<file path="src/rtl/lovers_bec_pkg.sv">
// Shared constants and types for the lovers_bec GF(2^163) datapath.
package lovers_bec_pkg;

    localparam int M               = 163;
    localparam logic [M-1:0] GF_RED_POLY = 163'hC9;   // x^163 = x^7 + x^6 + x^3 + 1
    localparam int N_REQ_DEF       = 4;
    localparam int TIMEOUT_CYC_DEF = 400;

    typedef enum logic [1:0] {
        ST_IDLE = 2'd0,
        ST_BUSY = 2'd1,
        ST_RESP = 2'd2
    } arb_state_t;

endpackage

</file>
<file path="src/rtl/lovers_rr_arbiter.sv">
// Combinational round-robin pick: lowest requesting index at or above rr_ptr, wrapping.
module lovers_rr_arbiter
    import lovers_bec_pkg::*;
#(
    parameter int N_REQ = N_REQ_DEF
) (
    input  logic [N_REQ-1:0] req,
    input  logic [2:0]       rr_ptr,
    output logic [N_REQ-1:0] grant,
    output logic [2:0]       grant_idx
);

    localparam int IW = (N_REQ > 1) ? $clog2(N_REQ) : 1;

    logic [3:0] pos;
    logic       found;

    always_comb begin
        grant     = '0;
        grant_idx = '0;
        found     = 1'b0;
        pos       = '0;
        for (int k = 0; k < N_REQ; k++) begin
            pos = {1'b0, rr_ptr} + 4'(k);
            if (pos >= 4'(N_REQ)) pos = pos - 4'(N_REQ);
            if (!found && req[pos[IW-1:0]]) begin
                found               = 1'b1;
                grant[pos[IW-1:0]]  = 1'b1;
                grant_idx           = 3'(pos);
            end
        end
    end

endmodule

</file>
<file path="src/rtl/lovers_mult_arbiter.sv">
// Shares one GF(2^163) interleaved multiplier among N_REQ requesters with
// round-robin grant, start/done sequencing, tagged response and watchdog abort.
//
//   state   | meaning
//   --------+------------------------------------------------------------
//   IDLE    | waiting for any req_valid; grants and launches at the edge
//   BUSY    | mul_start held, waiting for mul_done or watchdog expiry
//   RESP    | response held on rsp_* until rsp_ready; mul_start low
module lovers_mult_arbiter
    import lovers_bec_pkg::*;
#(
    parameter int N_REQ       = N_REQ_DEF,
    parameter int M           = lovers_bec_pkg::M,
    parameter int TIMEOUT_CYC = TIMEOUT_CYC_DEF
) (
    input  logic               clk,
    input  logic               rst_n,
    input  logic [N_REQ-1:0]   req_valid,
    input  logic [N_REQ*M-1:0] req_a,
    input  logic [N_REQ*M-1:0] req_b,
    output logic [N_REQ-1:0]   req_ready,
    output logic               rsp_valid,
    output logic [2:0]         rsp_id,
    output logic [M-1:0]       rsp_z,
    output logic               rsp_err,
    input  logic               rsp_ready,
    output logic [M-1:0]       mul_a,
    output logic [M-1:0]       mul_b,
    output logic               mul_start,
    input  logic [M-1:0]       mul_z,
    input  logic               mul_done
);

    localparam int WW = $clog2(TIMEOUT_CYC) + 1;

    arb_state_t       state_q, state_d;
    logic [2:0]       rr_ptr_q, rr_ptr_d;
    logic [WW-1:0]    wdog_q, wdog_d;
    logic [N_REQ-1:0] req_ready_q, req_ready_d;
    logic             rsp_valid_q, rsp_valid_d;
    logic [2:0]       rsp_id_q, rsp_id_d;
    logic [M-1:0]     rsp_z_q, rsp_z_d;
    logic             rsp_err_q, rsp_err_d;
    logic             mul_start_q, mul_start_d;
    logic [M-1:0]     mul_a_q, mul_a_d;
    logic [M-1:0]     mul_b_q, mul_b_d;

    logic [N_REQ-1:0] grant;
    logic [2:0]       grant_idx;
    logic [M-1:0]     sel_a, sel_b;

    lovers_rr_arbiter #(.N_REQ(N_REQ)) u_rr_arbiter (
        .req       (req_valid),
        .rr_ptr    (rr_ptr_q),
        .grant     (grant),
        .grant_idx (grant_idx)
    );

    always_comb begin
        sel_a = '0;
        sel_b = '0;
        for (int i = 0; i < N_REQ; i++) begin
            if (grant[i]) begin
                sel_a = req_a[i*M +: M];
                sel_b = req_b[i*M +: M];
            end
        end
    end

    always_comb begin
        state_d     = state_q;
        rr_ptr_d    = rr_ptr_q;
        wdog_d      = wdog_q;
        req_ready_d = '0;
        rsp_valid_d = rsp_valid_q;
        rsp_id_d    = rsp_id_q;
        rsp_z_d     = rsp_z_q;
        rsp_err_d   = rsp_err_q;
        mul_start_d = mul_start_q;
        mul_a_d     = mul_a_q;
        mul_b_d     = mul_b_q;
        case (state_q)
            ST_IDLE: begin
                if (|req_valid) begin
                    req_ready_d = grant;
                    mul_a_d     = sel_a;
                    mul_b_d     = sel_b;
                    rsp_id_d    = grant_idx;
                    mul_start_d = 1'b1;
                    wdog_d      = '0;
                    rr_ptr_d    = (grant_idx == 3'(N_REQ-1)) ? 3'd0 : grant_idx + 3'd1;
                    state_d     = ST_BUSY;
                end
            end
            ST_BUSY: begin
                // A completion on the expiry cycle still counts as success.
                if (mul_done) begin
                    rsp_z_d     = mul_z;
                    rsp_err_d   = 1'b0;
                    mul_start_d = 1'b0;
                    rsp_valid_d = 1'b1;
                    state_d     = ST_RESP;
                end else if (wdog_q == WW'(TIMEOUT_CYC-1)) begin
                    rsp_z_d     = '0;
                    rsp_err_d   = 1'b1;
                    mul_start_d = 1'b0;
                    rsp_valid_d = 1'b1;
                    state_d     = ST_RESP;
                end else begin
                    wdog_d = wdog_q + 1'b1;
                end
            end
            ST_RESP: begin
                if (rsp_ready) begin
                    rsp_valid_d = 1'b0;
                    state_d     = ST_IDLE;
                end
            end
            default: state_d = ST_IDLE;
        endcase
    end

    always_ff @(posedge clk or negedge rst_n) begin
        if (!rst_n) begin
            state_q     <= ST_IDLE;
            rr_ptr_q    <= '0;
            wdog_q      <= '0;
            req_ready_q <= '0;
            rsp_valid_q <= 1'b0;
            rsp_id_q    <= '0;
            rsp_z_q     <= '0;
            rsp_err_q   <= 1'b0;
            mul_start_q <= 1'b0;
            mul_a_q     <= '0;
            mul_b_q     <= '0;
        end else begin
            state_q     <= state_d;
            rr_ptr_q    <= rr_ptr_d;
            wdog_q      <= wdog_d;
            req_ready_q <= req_ready_d;
            rsp_valid_q <= rsp_valid_d;
            rsp_id_q    <= rsp_id_d;
            rsp_z_q     <= rsp_z_d;
            rsp_err_q   <= rsp_err_d;
            mul_start_q <= mul_start_d;
            mul_a_q     <= mul_a_d;
            mul_b_q     <= mul_b_d;
        end
    end

    assign req_ready = req_ready_q;
    assign rsp_valid = rsp_valid_q;
    assign rsp_id    = rsp_id_q;
    assign rsp_z     = rsp_z_q;
    assign rsp_err   = rsp_err_q;
    assign mul_start = mul_start_q;
    assign mul_a     = mul_a_q;
    assign mul_b     = mul_b_q;

endmodule

</file>
<file path="config.mk">
export PLATFORM = sky130hd
export DESIGN_NAME = lovers_mult_arbiter
export DESIGN_NICKNAME = d
export VERILOG_FILES = /design/src/rtl/lovers_bec_pkg.sv /design/src/rtl/lovers_rr_arbiter.sv /design/src/rtl/lovers_mult_arbiter.sv
export SDC_FILE = /design/constraint.sdc
export NUM_CORES = 1
export LEC_CHECK = 0
export BUFFER_PORTS_ARGS = -buffer_cell sky130_fd_sc_hd__buf_2
export CORE_AREA = 5 5 763 765
export DETAILED_ROUTE_END_ITERATION = 10
export DIE_AREA = 0 0 768 770
export PLACE_DENSITY_LB_ADDON = 0.1
export REMOVE_ABC_BUFFERS = 1
export SLEW_MARGIN = 10
export SYNTH_ARGS = -nofsm -noshare
export SYNTH_HDL_FRONTEND = slang
export SYNTH_SLANG_ARGS = --single-unit
</file>
<file path="constraint.sdc">
create_clock -name clk -period 4.85 [get_ports clk]
set_input_delay 0.2425 -clock clk [delete_from_list [all_inputs] [get_ports clk]]
set_output_delay 0.2425 -clock clk [all_outputs]
set_load 0.05 [all_outputs]
</file>
==> results.yml <==
run_status:
  run_status: "completed"
routing:
  avgRoutedWirePerCell_um: 31.5
  vias: 46941
  dr.pass1.iters: 5
  final_antenna_net_count: 0
  drt_first_iter_violations: 2770
  drcViolationCount: 0
  finalWirelength_mm: 456
  post_dr_vias_cell: 3.24
pwr:
  power-per-cell-area_nw_per_um2: 906
  power.share.switching_pct: 57.5
  clkPwrFrac_pct: 13.0
  combPwrFrac_pct: 73.4
  post-layout-total-power_uw: 59300
  cellLeakagePower_uw: 0.0269
  seq_power_share_pct: 13.7
  cellInternalPower_uw: 25200
  switching_power_uw: 34100
  worst_ir_drop_vdd_uv: 516
clock_tree:
  insertion_delay_ns: 0.90
  clk_path_buf_depth: 4
  cts_setup_buffers: 0
  htree_levels: 3
  cts-buffers-inserted: 99
  library_cell_used_as_clock_root_buffer: "clkbuf_16"
  clock_tree_from_tritoncts: "yes"
  clk_pin_slew_worst_paths_ns: 0.06
  cts.sinks: 514
finish:
  final_standard_cell_area_without_fillers_um2: 65400
  area.growth.synth_to_final_pct: 101
  nNetsFinal: 8092
  layout_cell_share_with_drive_strength_beyond_1_pct: 35.4
global_route:
  grt_antenna_before_repair: 511
  pin_count_of_the_biggest_net_entering_global_routing: 166
  groute.layer.met1.usage_pct: 17.1
  grt_overflow: 0
  globalRoute.busiestLayer: "met2"
  grt_util_all_layers_pct: 14.7
  grt_util_met3_pct: 4.84
  grt_pass1_vias: 49556
  grt_first_pass_wirelength_mm: 574
  groute.layer.met2.usage_pct: 25.8
critical_path:
  crit_type: "flop to flop"
  crit_chain: "inv_1 > ha_2 > mux4_2 > a221o_1 > a32o_4 > buf_4 > a311oi_1 > o31ai_1 > dlygate4sd3_1"
  crit_buf_inv: 3
  timing.critical_path.required_ns: 5.57
  r2r_slack_ns: 0.28
  worst_path_largest_cell_delay_ns: 0.81
  worst_setup_path_end_kind: "flop"
  worst_path_max_delay_cell: "a311oi_1"
  crit_path_max_fanout: 11
  nature_of_the_critical_path_startpoint: "flop"
  critical_path_arrival_ns: 5.30
  kind_of_cell_adding_the_most_delay_to_the_critical_path: "compound AO/OA/AOI/OAI gates"
synth:
  synthesis.area_um2: 32600
  synth_top_cells_by_count: "996 x nand2_1, 514 x dfrtp_1, 344 x nor2_1"
  yosysTopAreaCell: "dfrtp_1"
  syn_avg_cell_area_um2: 8.36
  async_sr_flop_fraction_pct: 100
  synth-main-ff-cell: "dfrtp_1"
  synth-edff-count: 0
  ys_types: 58
  postSynthRegisterBits: 514
  top_area_cells_in_the_synthesized_netlist: "dfrtp_1 39%, nand2_1 11%, a311oi_1 8.8%"
  synth-seq-area-share_pct: 39.5
  yosys_warnings: 0
  synthesis.instances: 3899
  synth_top_area_share_pct: 39.5
  synthMostInstantiatedCell: "nand2_1"
sta:
  finalMaxSlewViolations: 0
  finalWorstPathRequiredPeriod_ns: 4.57
  max-slew-margin-rel_pct: 25.0
  hold_viol: 0
  worst_pin_slew_ns: 1.12
  clock_skew_ns: 0.115
  worst_hold_slack_ns: 0.0543
  setup_repair_after_global_routing_missed_its_margin: "false"
  share_of_the_clock_period_used_by_the_worst_path_after_layout_pct: 94.3
  maxClockFrequency_ghz: 0.219
  final_setup_fails: 0
  totalNegativeSetupSlack_ns: 0
floorplanning:
  floorplan.die.height_um: 770
  die-width_um: 768
  die-area_um2: 591000
  start_util_pct: 5.67
  rows: 279
  fp.coreArea_um2: 575000
  io_pins: 1974
placement:
  gpl.final_weighted_congestion: 0.992
  post-dp-hpwl_mm: 375
  buffers_on_ports: 1973
  postPlaceCellArea_um2: 52600
worst_hold_path:
  path_class_of_the_lowest_slack_min_delay_path: "input pin to async pin"
flow_run:
  maxCapViolations: 0
[state kept, by name, summed over array words and instances (netlist names), 2 cells and up]
register	cells
mul_a	163
mul_b	163
req_ready	4
rr_ptr_q	3
rsp_id	3
rsp_z	163
state_q	2
wdog_q	10
[power by group through the flow]
stage	Clock, uW	Combinational (uW)	Sequential [uW]
after floorplan	0	12200	14300
after global placement	0	40600	8270
after detailed placement	0	40500	8270
after CTS	8170	44700	8220
after global routing	8200	46400	8350
final	7680	43500	8100
[cell type report]
class / instances / area, um2
inverter: 12 / 45.0
clock inverter: 39 / 517
timing repair buffer: 3071 / 21200
sequential: 514 / 12900
fill: 66888 / 510000
multi-input combinational: 2911 / 17900
clock buffer: 136 / 2800
antenna: 236 / 591
tap: 7587 / 9490
[logic make-up after synthesis]
kind of cell	count (synthesis)	synth area share, %
AOI/OAI and AO/OA	1508	37.2
xor gates and xnor gates	8	0.215
adders and majority gates	8	0.307
buffers and inverters	474	6.12
DFF	514	39.5
muxes	8	0.437
and+or+nand+nor	1379	16.2
[per-layer routing]
metal | up-vias | share of wire (%)
met5 | - | 0.28
met4 | 198 | 3.2
met3 | 789 | 7.9
met2 | 2253 | 49
met1 | 23278 | 40
li1 | 20423 | -
[final timing paths]
| check | startpoint | to | cells past startpoint |
|---|---|---|---|
| min | rst_n | rsp_z[124]$_DFFE_PN0P_ | 3 |
| max | rr_ptr_q[1]$_DFFE_PN0P_ | mul_b[141]$_DFFE_PN0P_ | 9 |
| min reg2reg | rsp_id[0]$_DFFE_PN0P_ | rsp_id[0]$_DFFE_PN0P_ | 1 |
| max in group asynchronous | rst_n | rsp_z[103]$_DFFE_PN0P_ | 4 |
| max reg2reg | rr_ptr_q[1]$_DFFE_PN0P_ | mul_b[141]$_DFFE_PN0P_ | 9 |
| min in group clk | req_a[161] | mul_a[161]$_DFFE_PN0P_ | 3 |
[through the flow]
stage | cells | utilization [%] | setup WS, ns
floorplan | 3437 | - | -34.49
global route | 14394 | 11.3 | 0.119
finish | 14506 | 11.4 | 0.275
CTS | 14270 | 11.3 | 0.0144
detailed placement | 13209 | 9.15 | 0.254
global placement | 13209 | 9.15 | 0.313
[what timing repair did]
item	CTS	global route
hold buffers	886	0
hold endpoints to repair	644	0
endpoints found under the setup margin	0	147
resized for setup	0	3
[placed cells by master (no fill, tap or decap), types with 19 or more instances in the layout]
cell / Yosys / final
nand2_1: 996 / 995
nor2_1: 344 / 344
clkbuf_16: 0 / 99
buf_4: 4 / 142
o2bb2ai_1: 326 / 326
dlygate4sd3_1: 0 / 885
o21ai_0: 171 / 171
clkbuf_1: 328 / 19
o31ai_1: 328 / 328
a2bb2oi_1: 326 / 326
buf_2: 83 / 1972
buf_12: 0 / 70
dfrtp_1: 514 / 513
a311oi_1: 328 / 328
diode_2: 0 / 236
[worst register-to-register path, stage by stage (launching register included)]
cell           delay [ns]
dfrtp_2              0.49
inv_1                0.14
ha_2                 0.49
mux4_2               0.66
a221o_1              0.40
a32o_4               0.41
buf_4                0.28
a311oi_1             0.81
o31ai_1              0.14
dlygate4sd3_1        0.59
Power figures use the tool's default switching activity.
